## src/rtl/cache_pkg.sv

```systemverilog
// Shared cache-hierarchy definitions: data path width and the LSU operation
// encoding carried from the cache controllers down to the DRAM model.
package cache_pkg;

    localparam int DATA_WIDTH = 32;

    typedef enum logic [1:0] {
        LSU_LOAD  = 2'd0,
        LSU_STORE = 2'd1
    } lsu_ops;

endpackage

```

## src/rtl/dram_port_arbiter_if.sv

```systemverilog
// Bus bundle between the two cache controllers, the arbiter and the DRAM
// port. The slave modport is the arbiter's view; master is the environment's.
//
// Handshake rules:
//   rN_req is a level held by the requester until it sees rN_rsp_valid.
//   rN_rsp_valid is a one-cycle completion pulse.
//   mem_req stays high, with mem_addr/op/wdata stable, until mem_ready pulses.
//   mem_rdata is only meaningful in the cycle mem_ready is high.
interface dram_port_arbiter_if #(
    parameter int DATA_WIDTH = cache_pkg::DATA_WIDTH,
    parameter int ADDR_WIDTH = 32
);
    logic                  r0_req;
    logic [ADDR_WIDTH-1:0] r0_addr;
    cache_pkg::lsu_ops     r0_op;
    logic [DATA_WIDTH-1:0] r0_wdata;
    logic                  r0_rsp_valid;
    logic [DATA_WIDTH-1:0] r0_rdata;

    logic                  r1_req;
    logic [ADDR_WIDTH-1:0] r1_addr;
    cache_pkg::lsu_ops     r1_op;
    logic [DATA_WIDTH-1:0] r1_wdata;
    logic                  r1_rsp_valid;
    logic [DATA_WIDTH-1:0] r1_rdata;

    logic                  mem_req;
    logic [ADDR_WIDTH-1:0] mem_addr;
    cache_pkg::lsu_ops     mem_op;
    logic [DATA_WIDTH-1:0] mem_wdata;
    logic                  mem_ready;
    logic [DATA_WIDTH-1:0] mem_rdata;

    logic                  arb_owner;
    logic                  timeout_err;
    // Arbiter FSM state for observation (0 IDLE, 1 BUSY, 2 RESP).
    logic [1:0]            dbg_state;

    modport slave (
        input  r0_req, r0_addr, r0_op, r0_wdata,
        input  r1_req, r1_addr, r1_op, r1_wdata,
        input  mem_ready, mem_rdata,
        output r0_rsp_valid, r0_rdata, r1_rsp_valid, r1_rdata,
        output mem_req, mem_addr, mem_op, mem_wdata,
        output arb_owner, timeout_err, dbg_state
    );

    modport master (
        output r0_req, r0_addr, r0_op, r0_wdata,
        output r1_req, r1_addr, r1_op, r1_wdata,
        output mem_ready, mem_rdata,
        input  r0_rsp_valid, r0_rdata, r1_rsp_valid, r1_rdata,
        input  mem_req, mem_addr, mem_op, mem_wdata,
        input  arb_owner, timeout_err, dbg_state
    );

endinterface

```

## src/rtl/dram_port_arbiter.sv

```systemverilog
// Two-requester round-robin arbiter in front of the single DRAM port.
// The winning request is latched onto mem_*, held until mem_ready, and the
// read data is returned to the owner with a one-cycle rsp_valid pulse.
// Optional watchdog: define ARB_TIMEOUT_EN to abort a BUSY transaction after
// TIMEOUT_CYCLES cycles without mem_ready.
module dram_port_arbiter #(
    parameter int DATA_WIDTH     = cache_pkg::DATA_WIDTH,
    parameter int ADDR_WIDTH     = 32,
    parameter int TIMEOUT_CYCLES = 64
) (
    input  logic                 clk,
    input  logic                 rst,
    dram_port_arbiter_if.slave   bus
);

    typedef enum logic [1:0] {
        ST_IDLE = 2'd0,
        ST_BUSY = 2'd1,
        ST_RESP = 2'd2
    } state_t;

    state_t                r_state;
    state_t                w_state_nxt;

    logic                  r_last_owner;
    logic                  r_owner;
    logic                  r_mem_req;
    logic [ADDR_WIDTH-1:0] r_mem_addr;
    cache_pkg::lsu_ops     r_mem_op;
    logic [DATA_WIDTH-1:0] r_mem_wdata;
    logic                  r_rsp_valid0;
    logic                  r_rsp_valid1;
    logic [DATA_WIDTH-1:0] r_rdata0;
    logic [DATA_WIDTH-1:0] r_rdata1;

    logic                  w_grant;
    logic                  w_winner;
    logic                  w_complete;
    logic                  w_timeout;

`ifdef ARB_TIMEOUT_EN
    localparam int CNT_W = $clog2(TIMEOUT_CYCLES + 1);

    logic [CNT_W-1:0]      r_to_cnt;
    logic                  r_timeout_err;

    // The watchdog fires in the last allowed BUSY cycle; a mem_ready in that
    // same cycle wins and the transaction completes normally.
    assign w_timeout = (r_state == ST_BUSY) && !bus.mem_ready &&
                       (r_to_cnt == CNT_W'(TIMEOUT_CYCLES - 1));

    // Watchdog counter: cleared at grant, counts every BUSY cycle.
    always_ff @(posedge clk or negedge rst) begin
        if (!rst) begin
            r_to_cnt <= '0;
        end else if (w_grant) begin
            r_to_cnt <= '0;
        end else if (r_state == ST_BUSY) begin
            r_to_cnt <= r_to_cnt + CNT_W'(1);
        end
    end

    // Registered one-cycle error pulse, aligned with the owner's rsp_valid.
    always_ff @(posedge clk or negedge rst) begin
        if (!rst) begin
            r_timeout_err <= 1'b0;
        end else begin
            r_timeout_err <= w_timeout;
        end
    end

    assign bus.timeout_err = r_timeout_err;
`else
    assign w_timeout       = 1'b0;
    assign bus.timeout_err = 1'b0;
`endif

    // State register.
    always_ff @(posedge clk or negedge rst) begin
        if (!rst) begin
            r_state <= ST_IDLE;
        end else begin
            r_state <= w_state_nxt;
        end
    end

    // Next-state and arbitration decision; on a tie the non-last owner wins.
    always_comb begin
        w_state_nxt = r_state;
        w_grant     = 1'b0;
        w_winner    = 1'b0;
        w_complete  = 1'b0;
        case (r_state)
            ST_IDLE: begin
                if (bus.r0_req || bus.r1_req) begin
                    w_grant     = 1'b1;
                    w_state_nxt = ST_BUSY;
                    if (bus.r0_req && bus.r1_req) begin
                        w_winner = ~r_last_owner;
                    end else begin
                        w_winner = bus.r1_req;
                    end
                end
            end
            ST_BUSY: begin
                if (bus.mem_ready) begin
                    w_complete  = 1'b1;
                    w_state_nxt = ST_RESP;
                end else if (w_timeout) begin
                    w_state_nxt = ST_IDLE;
                end
            end
            ST_RESP: begin
                w_state_nxt = ST_IDLE;
            end
            default: begin
                w_state_nxt = ST_IDLE;
            end
        endcase
    end

    // Request latch, response capture and round-robin history.
    always_ff @(posedge clk or negedge rst) begin
        if (!rst) begin
            r_mem_req    <= 1'b0;
            r_mem_addr   <= '0;
            r_mem_op     <= cache_pkg::LSU_LOAD;
            r_mem_wdata  <= '0;
            r_rsp_valid0 <= 1'b0;
            r_rsp_valid1 <= 1'b0;
            r_rdata0     <= '0;
            r_rdata1     <= '0;
            r_owner      <= 1'b1;
            r_last_owner <= 1'b1;
        end else begin
            r_rsp_valid0 <= 1'b0;
            r_rsp_valid1 <= 1'b0;

            if (w_grant) begin
                r_mem_req   <= 1'b1;
                r_owner     <= w_winner;
                r_mem_addr  <= w_winner ? bus.r1_addr  : bus.r0_addr;
                r_mem_op    <= w_winner ? bus.r1_op    : bus.r0_op;
                r_mem_wdata <= w_winner ? bus.r1_wdata : bus.r0_wdata;
            end

            if (w_complete) begin
                r_mem_req <= 1'b0;
                if (r_owner) begin
                    r_rsp_valid1 <= 1'b1;
                    r_rdata1     <= bus.mem_rdata;
                end else begin
                    r_rsp_valid0 <= 1'b1;
                    r_rdata0     <= bus.mem_rdata;
                end
            end

            // Aborted transaction: respond immediately with zero data and
            // skip the RESP state, so history is updated here.
            if (w_timeout) begin
                r_mem_req    <= 1'b0;
                r_last_owner <= r_owner;
                if (r_owner) begin
                    r_rsp_valid1 <= 1'b1;
                    r_rdata1     <= '0;
                end else begin
                    r_rsp_valid0 <= 1'b1;
                    r_rdata0     <= '0;
                end
            end

            if (r_state == ST_RESP) begin
                r_last_owner <= r_owner;
            end
        end
    end

    assign bus.mem_req      = r_mem_req;
    assign bus.mem_addr     = r_mem_addr;
    assign bus.mem_op       = r_mem_op;
    assign bus.mem_wdata    = r_mem_wdata;
    assign bus.r0_rsp_valid = r_rsp_valid0;
    assign bus.r1_rsp_valid = r_rsp_valid1;
    assign bus.r0_rdata     = r_rdata0;
    assign bus.r1_rdata     = r_rdata1;
    assign bus.arb_owner    = r_owner;
    assign bus.dbg_state    = r_state;

endmodule

```

## src/flat_wrapper.sv

```systemverilog
// flat-port wrapper written by rule: the top's interface ports become plain ports
module dram_port_arbiter_flat 
#(
    parameter int DATA_WIDTH     = cache_pkg::DATA_WIDTH,
    parameter int ADDR_WIDTH     = 32,
    parameter int TIMEOUT_CYCLES = 64
)
  (clk, rst, bus_r0_req, bus_r0_addr, bus_r0_op, bus_r0_wdata, bus_r1_req, bus_r1_addr, bus_r1_op, bus_r1_wdata, bus_mem_ready, bus_mem_rdata, bus_r0_rsp_valid, bus_r0_rdata, bus_r1_rsp_valid, bus_r1_rdata, bus_mem_req, bus_mem_addr, bus_mem_op, bus_mem_wdata, bus_arb_owner, bus_timeout_err, bus_dbg_state);
  dram_port_arbiter_if #(.DATA_WIDTH(DATA_WIDTH), .ADDR_WIDTH(ADDR_WIDTH)) bus_i ();
  input  logic clk;
  input  logic rst;
  input wire logic [$bits(bus_i.r0_req)-1:0] bus_r0_req;
  input wire logic [$bits(bus_i.r0_addr)-1:0] bus_r0_addr;
  input wire logic [$bits(bus_i.r0_op)-1:0] bus_r0_op;
  input wire logic [$bits(bus_i.r0_wdata)-1:0] bus_r0_wdata;
  input wire logic [$bits(bus_i.r1_req)-1:0] bus_r1_req;
  input wire logic [$bits(bus_i.r1_addr)-1:0] bus_r1_addr;
  input wire logic [$bits(bus_i.r1_op)-1:0] bus_r1_op;
  input wire logic [$bits(bus_i.r1_wdata)-1:0] bus_r1_wdata;
  input wire logic [$bits(bus_i.mem_ready)-1:0] bus_mem_ready;
  input wire logic [$bits(bus_i.mem_rdata)-1:0] bus_mem_rdata;
  output wire logic [$bits(bus_i.r0_rsp_valid)-1:0] bus_r0_rsp_valid;
  output wire logic [$bits(bus_i.r0_rdata)-1:0] bus_r0_rdata;
  output wire logic [$bits(bus_i.r1_rsp_valid)-1:0] bus_r1_rsp_valid;
  output wire logic [$bits(bus_i.r1_rdata)-1:0] bus_r1_rdata;
  output wire logic [$bits(bus_i.mem_req)-1:0] bus_mem_req;
  output wire logic [$bits(bus_i.mem_addr)-1:0] bus_mem_addr;
  output wire logic [$bits(bus_i.mem_op)-1:0] bus_mem_op;
  output wire logic [$bits(bus_i.mem_wdata)-1:0] bus_mem_wdata;
  output wire logic [$bits(bus_i.arb_owner)-1:0] bus_arb_owner;
  output wire logic [$bits(bus_i.timeout_err)-1:0] bus_timeout_err;
  output wire logic [$bits(bus_i.dbg_state)-1:0] bus_dbg_state;
  assign bus_i.r0_req = bus_r0_req;
  assign bus_i.r0_addr = bus_r0_addr;
  assign bus_i.r0_op = bus_r0_op;
  assign bus_i.r0_wdata = bus_r0_wdata;
  assign bus_i.r1_req = bus_r1_req;
  assign bus_i.r1_addr = bus_r1_addr;
  assign bus_i.r1_op = bus_r1_op;
  assign bus_i.r1_wdata = bus_r1_wdata;
  assign bus_i.mem_ready = bus_mem_ready;
  assign bus_i.mem_rdata = bus_mem_rdata;
  assign bus_r0_rsp_valid = bus_i.r0_rsp_valid;
  assign bus_r0_rdata = bus_i.r0_rdata;
  assign bus_r1_rsp_valid = bus_i.r1_rsp_valid;
  assign bus_r1_rdata = bus_i.r1_rdata;
  assign bus_mem_req = bus_i.mem_req;
  assign bus_mem_addr = bus_i.mem_addr;
  assign bus_mem_op = bus_i.mem_op;
  assign bus_mem_wdata = bus_i.mem_wdata;
  assign bus_arb_owner = bus_i.arb_owner;
  assign bus_timeout_err = bus_i.timeout_err;
  assign bus_dbg_state = bus_i.dbg_state;
  dram_port_arbiter #(.DATA_WIDTH(DATA_WIDTH), .ADDR_WIDTH(ADDR_WIDTH), .TIMEOUT_CYCLES(TIMEOUT_CYCLES)) u_core (.clk(clk), .rst(rst), .bus(bus_i));
endmodule
```

## config.mk

```make
export PLATFORM = sky130hd
export DESIGN_NAME = dram_port_arbiter_flat
export DESIGN_NICKNAME = d
export VERILOG_FILES = /design/src/rtl/cache_pkg.sv /design/src/rtl/dram_port_arbiter_if.sv /design/src/rtl/dram_port_arbiter.sv /design/src/flat_wrapper.sv
export SDC_FILE = /design/constraint.sdc
export NUM_CORES = 1
export LEC_CHECK = 0
export CAP_MARGIN = 25
export CORE_MARGIN = 1.5
export CORE_UTILIZATION = 36
export DETAILED_ROUTE_END_ITERATION = 10
export PLACE_DENSITY = 0.82
export SYNTH_ARGS = -nofsm -noshare
export SYNTH_HDL_FRONTEND = slang
export SYNTH_SLANG_ARGS = --single-unit
```

## constraint.sdc

```tcl
create_clock -name clk -period 1.4 [get_ports clk]
set_input_delay 0.21 -clock clk [delete_from_list [all_inputs] [get_ports clk]]
set_output_delay 0.21 -clock clk [all_outputs]
set_load 0.03 [all_outputs]
```

==> results by group <==
Power and ir drop
  – Clk pwr share: 0.187
  – Cell Pwr Density: 2510 nW/µm²
  – LEAKAGE: 4.31 nW
  – Internal power: 0.0152 W
  – Psw: 0.0104 W
  – Switching share of power: 0.407
  – VDD IR-drop max: 1.11 mV
  – Comb pwr share: 0.530
  – Total Power Consumption: 0.0256 W
  – Seq pwr share: 0.283

Place
  – Gpl congestion: 0.823
  – Post-detail-place hpwl: 13,000 µm
  – DP Area: 9400 µm²
  – DP Cell Count: 903
  – Port Buf Inserts: 304

Final layout
  – Area delta synth->final: 70.5%
  – Share of cells above drive strength 1: 0.340
  – Highest-count cells in the layout ignoring fill and taps: clkdlybuf4s50_1, dfrtp_1, nand4b_1
  – Design Area, Final: 10,200 µm²
  – N_diodes: 0
  – Final #Nets: 892
  – Most common cell after layout, fill and taps aside: clkdlybuf4s50_1
  – Non-Filler Instances: 956
  – Fill count: 1,176

Timing
  – RSZ-0062 raised after global routing: true
  – Final Hold Fails: 0
  – Period utilization: 1.05
  – Max frequency: 682 MHz
  – Final max-slew violation count: 0
  – Clock skew: 10.4 ps
  – Fin crit period: 1470 ps
  – WHS: 192 ps
  – Final setup violation count: 104
  – Worst Slack Setup Final: -67.2 ps

Routing
  – Post-Route WL: 19,900 µm
  – Drt wl/cell: 20.9 µm
  – Iteration-0 DRC Markers: 329
  – Vias/cell: 5.39
  – Vias: 5,149
  – Antenna viol nets, final: 0
  – Pre-antenna DRT Iters: 5
  – # DRC: 0

Critical path
  – WS Path Type: register to register
  – CP Data Arrival Time: 1770 ps
  – Required @ worst endpoint: 1700 ps
  – Crit-path max FO: 13
  – Worst R2R Setup Slack: -70 ps
  – Worst Setup End Kind: register
  – Type of origin of the critical path: register
  – Reg2Reg Depth: 4

Global route
  – First-pass GRT wire length: 28,700 µm
  – Congestion Overflow GR: 0
  – Total track usage: 0.211
  – Largest net degree at the start of global routing: 67
  – Vias in the first global route: 5,268
  – Initial antenna violation count: 0

Floorplanning
  – Starting Density: 0.366
  – Ports: 306
  – Die Width: 132 µm
  – Die area: 17,400 µm²
  – Num rows: 47
  – Die H: 132 µm
  – Area of the core: 16,400 µm²

CTS
  – Worst-path clk slew: 60 ps
  – Root Buffer: clkbuf_16
  – CTS Sinks: 137
  – Clk_lat worst skew: 420 ps
  – H-Tree Depth: 4
  – TritonCTS clock tree: built
  – TritonCTS Buffers: 17
  – Clock buffer depth: 2

Synth
  – Synth cell types: 26
  – Post-synthesis sequential area ratio: 0.572
  – Syn Nets: 564
  – Synth Instances: 395
  – Synthesized flop and latch total: 137
  – Yosys warning total: 0
  – Syn Area/Cell: 15.2 µm²
  – Synth Cell Area: 6000 µm²

Hold path
  – Hold WC Path Type: input port to register
  – Hold path cells: 2

Run status
  – Failing checks: negative setup slack
  – Outcome: finished with violations

Flow run
  – Max Cap Violations: 0
==> worst max-delay path: stages, from the launching register on <==
cell and delay (ps):
dfstp_2 560, nand2b_4 140, nand3_4 160, clkbuf_16 240
o221a_2 250
==> cell type report <==
| cell class | instances | area, µm² | area share |
|---|---|---|---|
| repair buffers | 352 | 3530 | 0.345 |
| flip-flops and latches | 137 | 3430 | 0.336 |
| multi-input cells | 213 | 2340 | 0.229 |
| clock buffers | 21 | 470 | 0.0460 |
| well taps | 220 | 275 | 0.0269 |
| clock inverters | 11 | 169 | 0.0165 |
| inverters | 2 | 10.0 | 0.000978 |
==> per-stage QoR <==
| stage | setup slack (ps) | setup TNS [ps] | utilization |
|---|---|---|---|
| 4_1_cts | -71.5 | -1340 | 0.617 |
| 6_report | -67.2 | -3290 | 0.624 |
| 3_3_place_gp | -240 | -23720 | 0.573 |
| 3_5_place_dp | -275 | -26960 | 0.573 |
| 5_1_grt | -110 | -8670 | 0.624 |
| 2_1_floorplan | -67.8 | -2840 | - |
==> Yosys cell counts <==
cell type  count  area, µm²
buf_6         11        124
o221a_2       26        293
a32o_1         1       10.0
clkbuf_1      17       63.8
conb_1         1       3.75
buf_4          5       37.5
dfrtp_1      135       3380
inv_1          1       3.75
mux2_1         3       33.8
nand3b_4       1       20.0
nor2b_1        1       6.26
mux2_2        33        372
nand2_4        1       11.3
mux2_4        29        435
nand2_1        3       11.3
inv_2          1       3.75
nor2_4         2       22.5
buf_1          1       3.75
buf_2          9       45.0
nand4b_1      66        578
nand2b_1       2       12.5
dfstp_2        2       52.6
o221a_1       40        450
o21a_1         1       7.51
nand3_2        1       10.0
o21ai_0        2       10.0
==> power groups by stage <==
| stage | clock, W | sequential (W) | combinational, W |
|---|---|---|---|
| 2_1_floorplan | 0 | 0.0109 | 0.00411 |
| 3_3_place_gp | 0 | 0.00719 | 0.0133 |
| 3_5_place_dp | 0 | 0.00722 | 0.0137 |
| 4_1_cts | 0.00488 | 0.00718 | 0.0130 |
| 5_1_grt | 0.00506 | 0.00746 | 0.0142 |
| 6_report | 0.00480 | 0.00725 | 0.0136 |
==> sequential cells by signal, summed over array words and instances, names as in the netlist <==
name,cells
u_core.bus.r0_rsp_valid,1
u_core.bus.r0_rdata,32
u_core.bus.mem_addr,32
u_core.bus.r1_rsp_valid,1
u_core.bus.mem_req,1
u_core.bus.r1_rdata,32
u_core.bus.mem_op,2
u_core.bus.mem_wdata,32
u_core.bus.arb_owner,1
u_core.bus.dbg_state,2
u_core.r_last_owner,1
==> repair_timing <==
action                                  in CTS  in global routing
hold buffers                                 1                  0
buffers inserted                             6                  3
pin swaps                                    5                  6
gates cloned                                 2                  9
resized for setup                          225                129
hold endpoints to repair                    31                  0
endpoints found under the setup margin     257                229
==> worst paths after layout <==
kind,start,to
max,u_core.r_last_owner$_DFFE_PN1N_,u_core.bus.mem_addr[18]$_DFFE_PN0P_
min,bus_r1_req,u_core.bus.arb_owner$_DFFE_PN1P_
max reg2reg,u_core.r_last_owner$_DFFE_PN1N_,u_core.bus.mem_addr[18]$_DFFE_PN0P_
min reg2reg,u_core.bus.r0_rdata[16]$_DFFE_PN0P_,u_core.bus.r0_rdata[16]$_DFFE_PN0P_
max in group asynchronous,rst,u_core.bus.mem_wdata[19]$_DFFE_PN0P_
min in group asynchronous,rst,u_core.bus.r1_rdata[21]$_DFFE_PN0P_
==> kinds of logic (layout without fill, tap and decap cells) <==
logic type | count (synthesis) | count (layout) | share of synthesized area
DFF | 137 | 137 | 0.572
and+or+nand+nor | 77 | 77 | 0.112
AOI/OAI and AO/OA | 70 | 70 | 0.128
muxes | 65 | 65 | 0.140
buffers and inverters | 45 | 386 | 0.0469
other | 1 | 1 | 0.000625
==> layer usage <==
layer	vias up	global-route usage	routed length, µm
li1	2236	-	-
met1	2565	0.257	7770
met2	300	0.361	10200
met3	48	0.0546	1380
met5	-	0	0
met4	0	0.0790	628
Power figures use the tool's default switching activity.
